## src/rtl/gst_video_pkg.sv

```systemverilog
// Shared video-path types: horizontal timing record, mode encodings and
// the fixed per-mode timing tables.
package gst_video_pkg;

  localparam int          HT_CW      = 8;
  localparam int          MODE_W     = 2;
  localparam int unsigned HT_LEN_MAX = 1 << HT_CW;

  localparam logic [MODE_W-1:0] MODE_PAL  = 2'd0;
  localparam logic [MODE_W-1:0] MODE_NTSC = 2'd1;
  localparam logic [MODE_W-1:0] MODE_MONO = 2'd2;
  localparam logic [MODE_W-1:0] MODE_PROG = 2'd3;

  // len uses the same encoding as p_len: 0 stands for a full 2^HT_CW line.
  typedef struct packed {
    logic [HT_CW-1:0] len;
    logic [HT_CW-1:0] hs_start;
    logic [HT_CW-1:0] hs_end;
    logic [HT_CW-1:0] hb_start;
    logic [HT_CW-1:0] hb_end;
    logic [HT_CW-1:0] de_start;
    logic [HT_CW-1:0] de_end;
  } htiming_t;

  function automatic htiming_t mk_timing(input int unsigned len,
                                         input int unsigned hs_s, input int unsigned hs_e,
                                         input int unsigned hb_s, input int unsigned hb_e,
                                         input int unsigned de_s, input int unsigned de_e);
    htiming_t    t;
    int unsigned sat;
    sat        = (len > HT_LEN_MAX) ? HT_LEN_MAX : len;
    t.len      = HT_CW'(sat);
    if (t.len == HT_CW'(1)) t.len = HT_CW'(2);
    t.hs_start = HT_CW'(hs_s);
    t.hs_end   = HT_CW'(hs_e);
    t.hb_start = HT_CW'(hb_s);
    t.hb_end   = HT_CW'(hb_e);
    t.de_start = HT_CW'(de_s);
    t.de_end   = HT_CW'(de_e);
    return t;
  endfunction

  // Programmable mode is resolved by the caller from its p_* inputs.
  function automatic htiming_t htiming_lookup(input logic [MODE_W-1:0] mode,
                                              input logic interlace);
    htiming_t t;
    case (mode)
      MODE_NTSC: t = mk_timing(interlace ? 128 : 127, 100, 110, 95, 15, 19, 95);
      MODE_MONO: t = mk_timing(112, 94, 104, 90, 8, 10, 90);
      default:   t = mk_timing(interlace ? 129 : 128, 101, 111, 96, 16, 20, 96);
    endcase
    return t;
  endfunction

endpackage

```

## src/rtl/win_sr.sv

```systemverilog
// Registered set/reset window flop: start match enters the window, end match
// leaves it, start wins on a simultaneous match.
module win_sr #(
  parameter logic RST_VAL    = 1'b0,
  parameter logic ACTIVE_LOW = 1'b0
) (
  input  logic m2clock,
  input  logic res,
  input  logic ce,
  input  logic start_hit,
  input  logic end_hit,
  output logic q
);

  // NOTE: sequential state uses non-blocking assignment so every flop samples
  // pre-edge values regardless of process evaluation order.
  always_ff @(posedge m2clock) begin
    if (res) begin
      q <= RST_VAL;
    end else if (ce) begin
      if (start_hit)    q <= ~ACTIVE_LOW;
      else if (end_hit) q <= ACTIVE_LOW;
    end
  end

endmodule

```

## src/rtl/hsync_timing_gen.sv

```systemverilog
// Parametrised horizontal timing generator: line counter, sync/blank/DE
// windows and line-end strobe, with mode changes applied only at line wrap.
module hsync_timing_gen
  import gst_video_pkg::*;
#(
  parameter int CW      = HT_CW,
  parameter int NMODE_W = MODE_W
) (
  input  logic               m2clock,
  input  logic               res,
  input  logic               ce,
  input  logic [NMODE_W-1:0] mode,
  input  logic               interlace,
  input  logic [CW-1:0]      p_len,
  input  logic [CW-1:0]      p_hs_start,
  input  logic [CW-1:0]      p_hs_end,
  input  logic [CW-1:0]      p_hb_start,
  input  logic [CW-1:0]      p_hb_end,
  input  logic [CW-1:0]      p_de_start,
  input  logic [CW-1:0]      p_de_end,
  output logic [CW-1:0]      hcount,
  output logic               hsync_n,
  output logic               hblank,
  output logic               de,
  output logic               vertclk,
  output logic [NMODE_W-1:0] mode_act
);

  htiming_t      shadow_q;
  htiming_t      timing_nxt;
  logic [CW-1:0] hcount_q;
  logic [CW-1:0] last_hc;
  logic          wrap;

  // NOTE: every variable written here gets a default first, so no path leaves
  // it unassigned and no latch is inferred.
  always_comb begin
    timing_nxt = htiming_lookup(mode, interlace);
    if (mode == MODE_PROG) begin
      timing_nxt.len      = (p_len == CW'(1)) ? CW'(2) : p_len;
      timing_nxt.hs_start = p_hs_start;
      timing_nxt.hs_end   = p_hs_end;
      timing_nxt.hb_start = p_hb_start;
      timing_nxt.hb_end   = p_hb_end;
      timing_nxt.de_start = p_de_start;
      timing_nxt.de_end   = p_de_end;
    end
  end

  // A stored len of 0 means 2^CW, so len-1 naturally wraps to all ones.
  assign last_hc = shadow_q.len - CW'(1);
  assign wrap    = ce && (hcount_q == last_hc);

  always_ff @(posedge m2clock) begin
    if (res) begin
      hcount_q <= '0;
      shadow_q <= timing_nxt;
      mode_act <= mode;
    end else if (ce) begin
      if (wrap) begin
        hcount_q <= '0;
        shadow_q <= timing_nxt;
        mode_act <= mode;
      end else begin
        hcount_q <= hcount_q + CW'(1);
      end
    end
  end

  win_sr #(.RST_VAL(1'b1), .ACTIVE_LOW(1'b1)) u_hsync (
    .m2clock   (m2clock),
    .res       (res),
    .ce        (ce),
    .start_hit (hcount_q == shadow_q.hs_start),
    .end_hit   (hcount_q == shadow_q.hs_end),
    .q         (hsync_n)
  );

  win_sr #(.RST_VAL(1'b1), .ACTIVE_LOW(1'b0)) u_hblank (
    .m2clock   (m2clock),
    .res       (res),
    .ce        (ce),
    .start_hit (hcount_q == shadow_q.hb_start),
    .end_hit   (hcount_q == shadow_q.hb_end),
    .q         (hblank)
  );

  win_sr #(.RST_VAL(1'b0), .ACTIVE_LOW(1'b0)) u_de (
    .m2clock   (m2clock),
    .res       (res),
    .ce        (ce),
    .start_hit (hcount_q == shadow_q.de_start),
    .end_hit   (hcount_q == shadow_q.de_end),
    .q         (de)
  );

  assign hcount  = hcount_q;
  assign vertclk = wrap && !res;

endmodule

```

## config.mk

```make
export PLATFORM = sky130hd
export DESIGN_NAME = hsync_timing_gen
export DESIGN_NICKNAME = d
export VERILOG_FILES = /design/src/rtl/gst_video_pkg.sv /design/src/rtl/win_sr.sv /design/src/rtl/hsync_timing_gen.sv
export SDC_FILE = /design/constraint.sdc
export NUM_CORES = 1
export LEC_CHECK = 0
export BUFFER_PORTS_ARGS = -buffer_cell sky130_fd_sc_hd__buf_2
export CORE_MARGIN = 4
export CORE_UTILIZATION = 42
export DETAILED_ROUTE_END_ITERATION = 6
export GPL_TIMING_DRIVEN = 0
export MAX_ROUTING_LAYER = met4
export PLACE_DENSITY = 0.7
export SYNTH_ARGS = -nofsm -noshare
export SYNTH_HDL_FRONTEND = slang
export SYNTH_SLANG_ARGS = --single-unit
```

## constraint.sdc

```tcl
create_clock -name m2clock -period 3.5 [get_ports m2clock]
set_input_delay 0.7 -clock m2clock [delete_from_list [all_inputs] [get_ports m2clock]]
set_output_delay 0.7 -clock m2clock [all_outputs]
set_load 0.03 [all_outputs]
```

==> reports/results.ini <==
[status]
status = complete, no violations

[critical_path]
crit_path_top_delay_cell = edfxtp_1
critPathKind = reg -> out
required_ns = 2.80
end_kind = output port
reg2reg_to = shadow_q[15]
path_delay_family = simple AND/OR/NAND/NOR gates
r2r_slack_ns = 0.55
endpoint = vertclk
crit_start = shadow_q[48]
path_depth = 8
r2r-start = shadow_q[48]
critPathLaunchType = register
crit_arrival_ns = 2.56
cp_num_buf_inv = 2
cp_max_fo = 8
max_stage_delay_ns = 0.44
reg2regPathDepth = 7
crit_path_cell_trace = inv_1 > ha_1 > nor3b_2 > xnor2_1 > or3_1 > a211oi_4 > nor2b_1 > buf_2

[routing]
drtIter0Drc = 81
drt_wl_total_mm = 8.152
postRouteAntennaNets = 0
vias_per_cell = 4.882
num_vias = 2514
drc_errors = 0
firstDrtPassIters = 4
wl_per_cell_um = 15.83

[cts]
cts_tree = built
numClockSinks = 69
clockRootBuffer = clkbuf_8
numCtsBuffers = 9
cts_htree_levels = 3
clk_pin_slew_worst_paths_ns = 0.07
clock_latency_ns = 0.34
hold_buffers = 0
clk_path_buf_depth = 2

[timing]
hold_violations = 0
rsz0062_at_grt = false
min_period_ns = 3.258
slew_headroom_pct = 47.72
min_period_over_period_pct = 93.09
fmax_mhz = 306.9
finalSetupViolations = 0
fin_skew_ns = 0.01273
tns_ns = 0
worst_pin_slew_ns = 0.7842
slew_viol_final = 0

[die]
core_area_um2 = 8258
die_h_um = 100.5
dieArea_um2 = 10100
boundaryPins = 76
fp.dieW_um = 100.5
start_util_pct = 43.53
rows = 33

[placement]
gp_congestion = 0.7873
numPortBuffers = 75
dp_hpwl_mm = 5.747

[power]
ir_worst_vdd_v = 0.0002023
powerDensity_nw_per_um2 = 438.5
leakagePower_nw = 1.934

[finish]
drive_above_1_share_pct = 25.61
insertedDiodeCount = 0
fin_nets = 473
final_util_pct = 52.55
area_growth_pct = 20.71

[yosys]
synth_most_common_cell = edfxtp_1
syn_nets = 384
ys.flop_type = edfxtp_1
yosysSeqAreaShare_pct = 54.58
synthTopCellsByArea = edfxtp_1 48%, xor2_1 10%, dfxtp_1 6.1%
syn-cell-area_um2 = 3595
ys_ff_latch = 69
syn_inst = 316
async_flop_share_pct = 0
synthTopCellsByCount = 58 x edfxtp_1, 51 x nand2_1, 42 x xor2_1
synth_edf_count = 58
yosys.area.top_type = edfxtp_1
synthDistinctLibCells = 42
synth.avg_cell_area_um2 = 11.38
synth_warnings = 0
synthDominantCellAreaShare_pct = 48.45

[global_route]
gr-total-overflow = 0
grt_max_degree = 59
grt_use_total_pct = 16.78
grt_pass1_wl_mm = 12.34
antenna_found_initial = 0
grt_pass1_vias = 2481

[flow_run]
cap_viol_max_count = 0

[hold_path]
worstHoldStart = u_de.q
hp-class = reg -> reg

==> metal layers <==
layer / up-vias / track usage (%) / part of all wire [%]
li1: 1273 / - / -
met1: 1163 / 21.81 / 45
met2: 67 / 26.45 / 48
met3: 11 / 2.907 / 4.8
met4: 0 / 6.218 / 1.6
met5: - / - / 0
==> cells by family after synthesis <==
family	Yosys count	synth area share [%]
simple gates	125	18.62
flops	69	54.58
xor+xnor	65	16.22
compound gates	28	5.848
buf+inv	23	2.645
fa+ha+maj	6	2.088
==> worst register-to-register path: stages, from the launching register on <==
cell and delay [ns]:
edfxtp_1 0.44, inv_1 0.08, ha_1 0.18, nor3b_2 0.25, xnor2_1 0.11, or3_1 0.39, a211oi_4 0.39, or2_4 0.70
==> per-stage QoR <==
| stage | power [mW] | std cells | hold slack (ns) | setup WS (ns) | cell area [um^2] |
|---|---|---|---|---|---|
| finish | 1.903 | 515 | 0.4663 | 0.2420 | 4339 |
| global route | 1.982 | 515 | 0.4933 | 0.06196 | 4339 |
| CTS | 1.914 | 512 | 0.4695 | 0.007508 | 4309 |
| detailed placement | 1.229 | 496 | 0.4600 | 0.02732 | 4101 |
| global placement | 1.222 | 496 | 0.4526 | 0.1225 | 4101 |
| floorplan | 1.143 | 316 | 0.5550 | 0.5213 | 3595 |
==> state kept, by name (all words and copies together), names as in the netlist <==
name / count
hcount: 8
u_de.q: 1
shadow_q: 56
u_hblank.q: 1
mode_act: 2
u_hsync.q: 1
==> final cells by class <==
type / count / area [um^2]
Multi-Input combinational cell: 224 / 1545
Timing Repair Buffer: 78 / 397.9
Fill cell: 783 / 3919
Sequential cell: 69 / 1962
Clock buffer: 12 / 135.1
Buffer: 18 / 76.32
Inverter: 5 / 18.77
Tap cell: 105 / 131.4
Clock inverter: 4 / 72.57
==> repair_timing <==
action	4_1_cts	5_1_grt
setup buffers	0	3
setup endpoints to repair	0	59
resized for setup	0	2
==> power by group <==
part / internal (mW) / total (mW) / switching, mW
logic: 0.102 / 0.229 / 0.127
clock network: 0.401 / 0.693 / 0.292
registers: 0.954 / 0.981 / 0.0270
==> cells in the final DEF (no fill, tap or decap), types with 2 or more instances in the layout <==
cell type / synthesis / layout
nor3b_2: 1 / 2
bufinv_16: 0 / 2
and2_1: 12 / 12
a31oi_1: 2 / 2
or3b_2: 2 / 2
ha_1: 6 / 6
inv_1: 5 / 5
nor2_1: 7 / 7
nand2_1: 51 / 51
buf_4: 0 / 3
o41ai_1: 2 / 2
nand3_1: 4 / 4
edfxtp_1: 58 / 58
xnor2_1: 22 / 22
dfxtp_1: 11 / 11
xor2_1: 42 / 42
buf_2: 7 / 82
clkbuf_8: 0 / 9
nand4_1: 6 / 6
nand2b_1: 12 / 12
nor4_1: 8 / 8
a21o_1: 14 / 14
a21oi_1: 2 / 2
clkbuf_1: 10 / 13
nor3_1: 10 / 10
o21ai_0: 3 / 3
==> worst min path at each step <==
stage	to	slack (ns)	cells after the start
floorplan	u_de.q	0.55	3
global placement	u_hblank.q	0.45	2
detailed placement	u_de.q	0.46	2
CTS	u_de.q	0.47	2
global route	u_de.q	0.49	2
finish	u_de.q	0.47	2
Note: power is estimated with default switching activity, not from simulation.
